==> src/rtl/eco_pkg.sv <==
// Shared types and constants for the ECO Y-response compactor.
package eco_pkg;

  typedef enum logic [1:0] {
    IDLE = 2'd0,
    RUN  = 2'd1,
    DONE = 2'd2
  } eco_cmp_state_t;

  localparam int          ECO_Y_W   = 3;
  localparam int          ECO_SIG_W = 16;
  localparam int          ECO_CNT_W = 11;
  // Galois taps for x^16+x^14+x^13+x^11+1
  localparam logic [15:0] ECO_POLY  = 16'hB400;
  localparam logic [15:0] ECO_SEED  = 16'hFFFF;

endpackage

==> src/rtl/eco_misr.sv <==
// Galois MISR folding one ECO_Y_W-bit response per enabled cycle; load has priority.
// Latency: new signature visible the cycle after load/en; no backpressure of its own.
module eco_misr
  import eco_pkg::*;
#(
  parameter int               SIG_W = ECO_SIG_W,
  parameter logic [SIG_W-1:0] POLY  = ECO_POLY,
  parameter logic [SIG_W-1:0] SEED  = ECO_SEED
) (
  input  logic               clk,
  input  logic               rst_n,
  input  logic               load,
  input  logic               en,
  input  logic [ECO_Y_W-1:0] din,
  output logic [SIG_W-1:0]   sig
);

  logic [SIG_W-1:0] sig_nxt;

  always_comb begin
    sig_nxt = (sig >> 1) ^ (sig[0] ? POLY : '0) ^ {{(SIG_W-ECO_Y_W){1'b0}}, din};
  end

  always_ff @(posedge clk or negedge rst_n) begin
    if (!rst_n) begin
      sig <= '0;
    end else if (load) begin
      sig <= SEED;
    end else if (en) begin
      sig <= sig_nxt;
    end
  end

endmodule

==> src/rtl/eco_y_compactor.sv <==
// Y-response compactor: counts num_vec accepted vectors into a MISR; y_ready decoded from state, 1 vector/cycle.
// Build option ECO_GOLDEN_CMP_EN enables the golden-signature comparator driving match.
module eco_y_compactor
  import eco_pkg::*;
#(
  parameter int               SIG_W = ECO_SIG_W,
  parameter int               CNT_W = ECO_CNT_W,
  parameter logic [SIG_W-1:0] POLY  = ECO_POLY,
  parameter logic [SIG_W-1:0] SEED  = ECO_SEED
) (
  input  logic               clk,
  input  logic               rst_n,
  input  logic               start,
  input  logic [CNT_W-1:0]   num_vec,
  input  logic               y_valid,
  input  logic [ECO_Y_W-1:0] y,
  output logic               y_ready,
  input  logic [SIG_W-1:0]   golden,
  output logic [SIG_W-1:0]   signature,
  output logic [CNT_W-1:0]   vec_cnt,
  output logic               busy,
  output logic               done,
  output logic               match
);

  localparam logic [1:0]       ST_IDLE = IDLE;
  localparam logic [1:0]       ST_RUN  = RUN;
  localparam logic [1:0]       ST_DONE = DONE;
  localparam logic [CNT_W-1:0] CNT_ONE = 1;

  logic [1:0]       state;
  logic [CNT_W-1:0] cnt_q;
  logic [CNT_W-1:0] num_q;
  logic             accept;
  logic             load;

  assign y_ready = (state == ST_RUN);
  assign busy    = y_ready;
  assign done    = (state == ST_DONE);
  assign vec_cnt = cnt_q;
  assign accept  = y_valid && y_ready;
  // start is only honoured outside RUN so an in-flight run keeps its length
  assign load    = start && (state != ST_RUN);

  always_ff @(posedge clk or negedge rst_n) begin
    if (!rst_n) begin
      state <= ST_IDLE;
      cnt_q <= '0;
      num_q <= '0;
    end else begin
      case (state)
        ST_RUN: begin
          if (accept) begin
            cnt_q <= cnt_q + CNT_ONE;
            if (cnt_q == num_q - CNT_ONE) begin
              state <= ST_DONE;
            end
          end
        end
        default: begin
          if (start) begin
            cnt_q <= '0;
            num_q <= num_vec;
            state <= (num_vec == '0) ? ST_DONE : ST_RUN;
          end
        end
      endcase
    end
  end

  eco_misr #(
    .SIG_W (SIG_W),
    .POLY  (POLY),
    .SEED  (SEED)
  ) u_misr (
    .clk   (clk),
    .rst_n (rst_n),
    .load  (load),
    .en    (accept),
    .din   (y),
    .sig   (signature)
  );

`ifdef ECO_GOLDEN_CMP_EN
  assign match = done && (signature == golden);
`else
  logic unused_golden;
  assign unused_golden = ^golden;
  assign match         = 1'b0;
`endif

endmodule

==> config.mk <==
export PLATFORM = sky130hd
export DESIGN_NAME = eco_y_compactor
export DESIGN_NICKNAME = d
export VERILOG_FILES = /design/src/rtl/eco_pkg.sv /design/src/rtl/eco_misr.sv /design/src/rtl/eco_y_compactor.sv
export SDC_FILE = /design/constraint.sdc
export NUM_CORES = 1
export LEC_CHECK = 0
export BUFFER_PORTS_ARGS = -buffer_cell sky130_fd_sc_hd__buf_4
export CORE_MARGIN = 1.5
export CORE_UTILIZATION = 55
export CTS_BUF_LIST = sky130_fd_sc_hd__clkbuf_4 sky130_fd_sc_hd__clkbuf_8
export DETAILED_ROUTE_END_ITERATION = 16
export PLACE_DENSITY_LB_ADDON = 0.1
export SETUP_SLACK_MARGIN = 0.05
export SLEW_MARGIN = 40
export SYNTH_ARGS = -nofsm -noshare
export SYNTH_HDL_FRONTEND = slang
export SYNTH_SLANG_ARGS = --single-unit
==> constraint.sdc <==
create_clock -name clk -period 5.78 [get_ports clk]
set_input_delay 1.734 -clock clk [delete_from_list [all_inputs] [get_ports clk]]
set_output_delay 1.734 -clock clk [all_outputs]
set_load 0.005 [all_outputs]
After elaboration in Yosys (flattened, before gate mapping)
Cells that the tools add are included.
- register bits after elaboration: 40
- input port bits: 34
- output and inout port bits: 31
- logic and storage cells: 34
- add/subtract/negate cells: 2
- equal/unequal tests: 6
- muxes and demuxes: 11
- bitwise logic cells: 3
- reductions and logical operators: 8
- operators by type and width (kind ; count):
    $mux 16 ; 3
    $mux 11 ; 3
    $xor 15x16->16 ; 1
    $xor 16x3->16 ; 1
    $add 11x1->11 const B ; 1
    $eq 11x11->1 ; 1
    $logic_not 11->1 ; 1
    $sub 11x1->11 const B ; 1
    $mux 2 ; 5
    $ne 2x1->1 const B ; 3
    $reduce_and 2->1 ; 2
    $reduce_bool 2->1 ; 2
    $reduce_and 3->1 ; 1
    $eq 2x1->1 const B ; 1
    $eq 2x2->1 const B ; 1
    $logic_and 1x1->1 ; 2
    $not 1->1 ; 1

Longest topological paths before layout
- depth in word-level cells: 5
- depth in mapped cells: 9
- depth with buffers taken out: 8

Hierarchy
From an unflattened synthesis, not the netlist that was laid out.
- cell total of the unflattened synthesis: 228
- area total of the unflattened synthesis: 2179.6 um^2
- by module, submodules not included (module ; times used ; cells an instance ; area each (um^2) ; sequential area each (um^2)):
    eco_y_compactor ; 1 ; 168 ; 1470.2 ; 600.6
    eco_misr ; 1 ; 60 ; 709.4 ; 400.4

Worst setup path before layout
OpenSTA, ideal clock, no wires.
- path kind: input -> register
- start: in y_valid
- end: reg state[0]
- setup time: 0.120 ns
- arrival time: 2.801 ns
- required time: 5.660 ns
- slack: 2.859 ns
- stages: 6
- path buffers: 0
- cell sequence: inv_1 -> nor2_1 -> o2111ai_1 -> a2111oi_2 -> nand3_1 -> a31o_1
- word-level cells in the longest chain between the ends: 3
- ends and longest elaborated chain (item ; RTL line ; RTL):
    start: declaration ; eco_y_compactor.sv:15 ; input logic y_valid,
    $logic_and 1x1->1 ; eco_y_compactor.sv:41 ; assign accept = y_valid && y_ready;
    $ne 2x1->1 (no source line) ; -- ;
    $reduce_and 3->1 (no source line) ; -- ;
    end signal: assignment ; eco_y_compactor.sv:64 ; state <= (num_vec == '0) ? ST_DONE : ST_RUN;
    end: declaration ; eco_y_compactor.sv:31 ; logic [1:0] state;
No other way between the ends.
A chain may end at the register's enable or synchronous reset.

Worst setup path in the final report
Same ends and word-level chain as after synthesis.

==> results.txt <==
* Slowest Stage Delay on Critical Path: 320 ps
- Total power density per cell area: 428.1 nW/um^2
- Setup total negative slack on the finished layout was measured at 0 ps.
- Most Frequent Cell on Critical Path: sky130_fd_sc_hd__buf_4
- The number of gates resized after CTS was 0.
- The worst hold path passes through 2 cells.
* Starting DRC count in detailed routing: 96
- The average instance in the mapped netlist occupies 9.378 um^2.
* Placed cells: 300
* Number of library cell types mapped by synthesis: 38
- Port Buf Inserts: 47
- First-pass iteration count of the detailed router: 4
* Count of mapped cells out of synthesis: 218
- The H-tree generated during clock tree synthesis spans 2 levels.
* # nets final: 297
- The slowest stage of the critical path is the sky130_fd_sc_hd__a2111oi_2 cell.
- Die Span X: 63.97 um
* Final Routed Wirelength: 4229 um
- Clock-pin slew was measured on the worst setup and hold paths at 70 ps.
- The worst setup path is launched from an input pin.
- Worst hold path class: flop to flop
* Most used flip-flop cell after synthesis: sky130_fd_sc_hd__dfrtp_1
- In this run, CTS created clock tree buffers numbering 5.
- Maximum fanout along the worst path: 16
- Routability-driven placement finished with a final weighted congestion of 0.7781.
* Core Region: 3442 um^2
* WL per Instance: 13.73 um
- The number of global-route vias before repair was 1629.
- Worst relative slew slack: 0.6210
- Max-cap violations in this run came to 0.
- Portion of the post-synthesis area used by sequential elements: 0.4896
- Entering global routing, the biggest net connects 41 pins.
- Derived from the worst setup path, the maximum achievable clock frequency is 350.3 MHz.
- Share of the clock period used by the worst path after layout: 0.4939
- Walking the worst path, the cells encountered are buf_4 -> inv_1 -> nor2_1 -> buf_4 -> o2111ai_1 -> a2111oi_2 -> nand3_1 -> a31o_1.
- In this run the deepest clock path goes through 2 buffers.
* Row Count: 21
- Vert. Die Dim: 63.97 um
* Non-Filler Instances: 308
* Yosys warns: 0
- In the routed design, unresolved DRC markers number 0.
- The flow ran to the end, and the final reports show no timing, DRC or antenna violations.
- The clock drives 40 sinks.
- Count of antenna diodes in the layout: 0
- Worst-case register-to-register setup slack: 3330 ps
- Total congestion overflow: 0
* Post-detailed-placement half-perimeter wirelength: 3029 um
* Required time of the critical path: 5960 ps
* Count of nets left with antenna violations after detail routing: 0
- The clock reaches the later pin of the worst-skew pair after 290 ps.
* Seq cells post-synth: 40
- Of all flip-flops after synthesis, the portion carrying an async set or reset was 1.000.
- Count of flip-flops with a built-in enable after synthesis: 0
- Number of hold buffers added after cts: 0
- Vias/cell: 5.403
* Max Slew Vio Count: 0
- Arr. time, crit path: 3040 ps
* CTS tree: built
- Summed over all cells, the static leakage comes to 0.001149 uW.
- Worst Setup End Kind: flop
* Routed via count: 1664
* Num ports: 65
* Wire length of the first global-routing pass: 7169 um
- Compared with the post-synthesis result, the final layout area differs by 23.19%.
- Number of endpoints with negative hold slack in the final report: 0
- Worst VDD drop: 283.1 uV
- In the global route stage, overall resource usage came out at 0.2230.
- Initial core utilization: 0.5940
- The mapped netlist covers 2044 um^2.
* R2r worst-path depth: 8
* Mapped Nets: 254
* Number of antenna violations at the first check in global routing: 0
- Worst slew pin tran: 563.7 ps
- The die covers 4092 um^2.
* Fin crit period: 2854 ps
* Setup violations, final: 0
- Of the cells placed in the final design, the portion with a size suffix greater than 1 is 0.2366.
* Post-CTS Repair Setup Buffers: 0
- Setup repair after global routing left no endpoint under its margin.
* Crit Path Category: input pin to flop
- Clk Tree Root Cell: sky130_fd_sc_hd__clkbuf_8
- Across the routed clock network, the largest skew measured is 2.445 ps.
final timing paths:
check | startpoint | to
max in group asynchronous | rst_n | num_q[4]
hold reg to reg | num_q[10] | num_q[10]
setup / recovery | y_valid | state[0]
setup reg to reg | num_q[0] | state[0]
min in group asynchronous | rst_n | vec_cnt[4]
hold / removal | num_q[10] | num_q[10]
critical path: cells and delay by family:
kind / cells / cell delay, ps
AOI/OAI and AO/OA: 3 / 730
buffers and inverters: 3 / 320
and+or+nand+nor: 2 / 250
report_power, final:
part	total, uW	switching (uW)	leakage (uW)	internal, uW
Sequential	443	87.4	0.000459	355
Combinational	410	213	0.000631	196
Clock	226	92.9	0.0000586	133
layout make-up:
type	instances	area [um^2]
sequential	40	1001
multi-input combinational	159	962.2
fill	264	923.4
timing repair buffer	48	360.3
clock buffer	6	76.32
tap	46	57.56
clock inverter	2	35.03
inverter	7	26.28
sequential cells by signal, indices dropped and copies added, names as in the netlist:
signal / cells
num_q: 11
vec_cnt: 11
u_misr.sig: 16
state: 2
synthesized netlist by cell type, types with 2 or more instances:
library cell	number	area share
sky130_fd_sc_hd__a21oi_1	8	0.020
sky130_fd_sc_hd__and3_1	4	0.012
sky130_fd_sc_hd__buf_4	3	0.011
sky130_fd_sc_hd__clkbuf_1	8	0.015
sky130_fd_sc_hd__dfrtp_1	40	0.49
sky130_fd_sc_hd__ha_1	2	0.012
sky130_fd_sc_hd__inv_1	7	0.013
sky130_fd_sc_hd__nand2_1	44	0.081
sky130_fd_sc_hd__nand3_1	6	0.015
sky130_fd_sc_hd__nand4_1	5	0.015
sky130_fd_sc_hd__nor2_1	19	0.035
sky130_fd_sc_hd__nor2b_1	3	0.0092
sky130_fd_sc_hd__nor4_1	3	0.0092
sky130_fd_sc_hd__o2111ai_1	3	0.013
sky130_fd_sc_hd__o211ai_1	2	0.0073
sky130_fd_sc_hd__o21ai_0	6	0.015
sky130_fd_sc_hd__o22a_1	8	0.034
sky130_fd_sc_hd__xnor2_1	14	0.060
sky130_fd_sc_hd__xor2_1	14	0.060
stage by stage:
stage / total power (uW) / area [um^2] / setup WS, ps / util / hold slack, ps
finish: 1078 / 2519 / 2926 / 0.7317 / 506.6
global route: 1159 / 2519 / 2818 / 0.7317 / 518.3
CTS: 1085 / 2517 / 2928 / 0.7314 / 507.9
detailed placement: 856.7 / 2406 / 2625 / 0.6990 / 490.5
global placement: 844.0 / 2406 / 2639 / 0.6990 / 481.1
floorplan: 719.3 / 2044 / 2859 / - / 465.2
layout by cell type (no fill, tap or decap), types with 6 or more instances in the layout:
| master | instances |
|---|---|
| sky130_fd_sc_hd__nand3_1 | 6 |
| sky130_fd_sc_hd__buf_4 | 48 |
| sky130_fd_sc_hd__dfrtp_1 | 40 |
| sky130_fd_sc_hd__o22a_1 | 8 |
| sky130_fd_sc_hd__a21oi_1 | 8 |
| sky130_fd_sc_hd__xor2_1 | 14 |
| sky130_fd_sc_hd__nor2_1 | 19 |
| sky130_fd_sc_hd__inv_1 | 7 |
| sky130_fd_sc_hd__xnor2_1 | 14 |
| sky130_fd_sc_hd__o21ai_0 | 6 |
| sky130_fd_sc_hd__nand2_1 | 44 |
cell families (layout without fill, tap and decap cells):
group           Yosys count  count (layout)  synth area share
other cells               1               1          0.001834
compound gates           32              32            0.1126
mux                       1               1          0.004896
flops                    40              40            0.4896
xor+xnor                 28              28            0.1200
simple gates             95              95            0.2185
fa+ha+maj                 2               2           0.01224
buf+inv                  19              63           0.04039
routing by layer:
| layer | track usage | wire [um] | vias up |
|---|---|---|---|
| li1 | - | - | 822 |
| met1 | 0.2769 | 1915 | 796 |
| met2 | 0.3893 | 2105 | 42 |
| met3 | 0.05282 | 180 | 4 |
| met4 | 0.05707 | 29 | 0 |
| met5 | 0 | 0 | - |
Note: power is estimated with default switching activity, not from simulation.
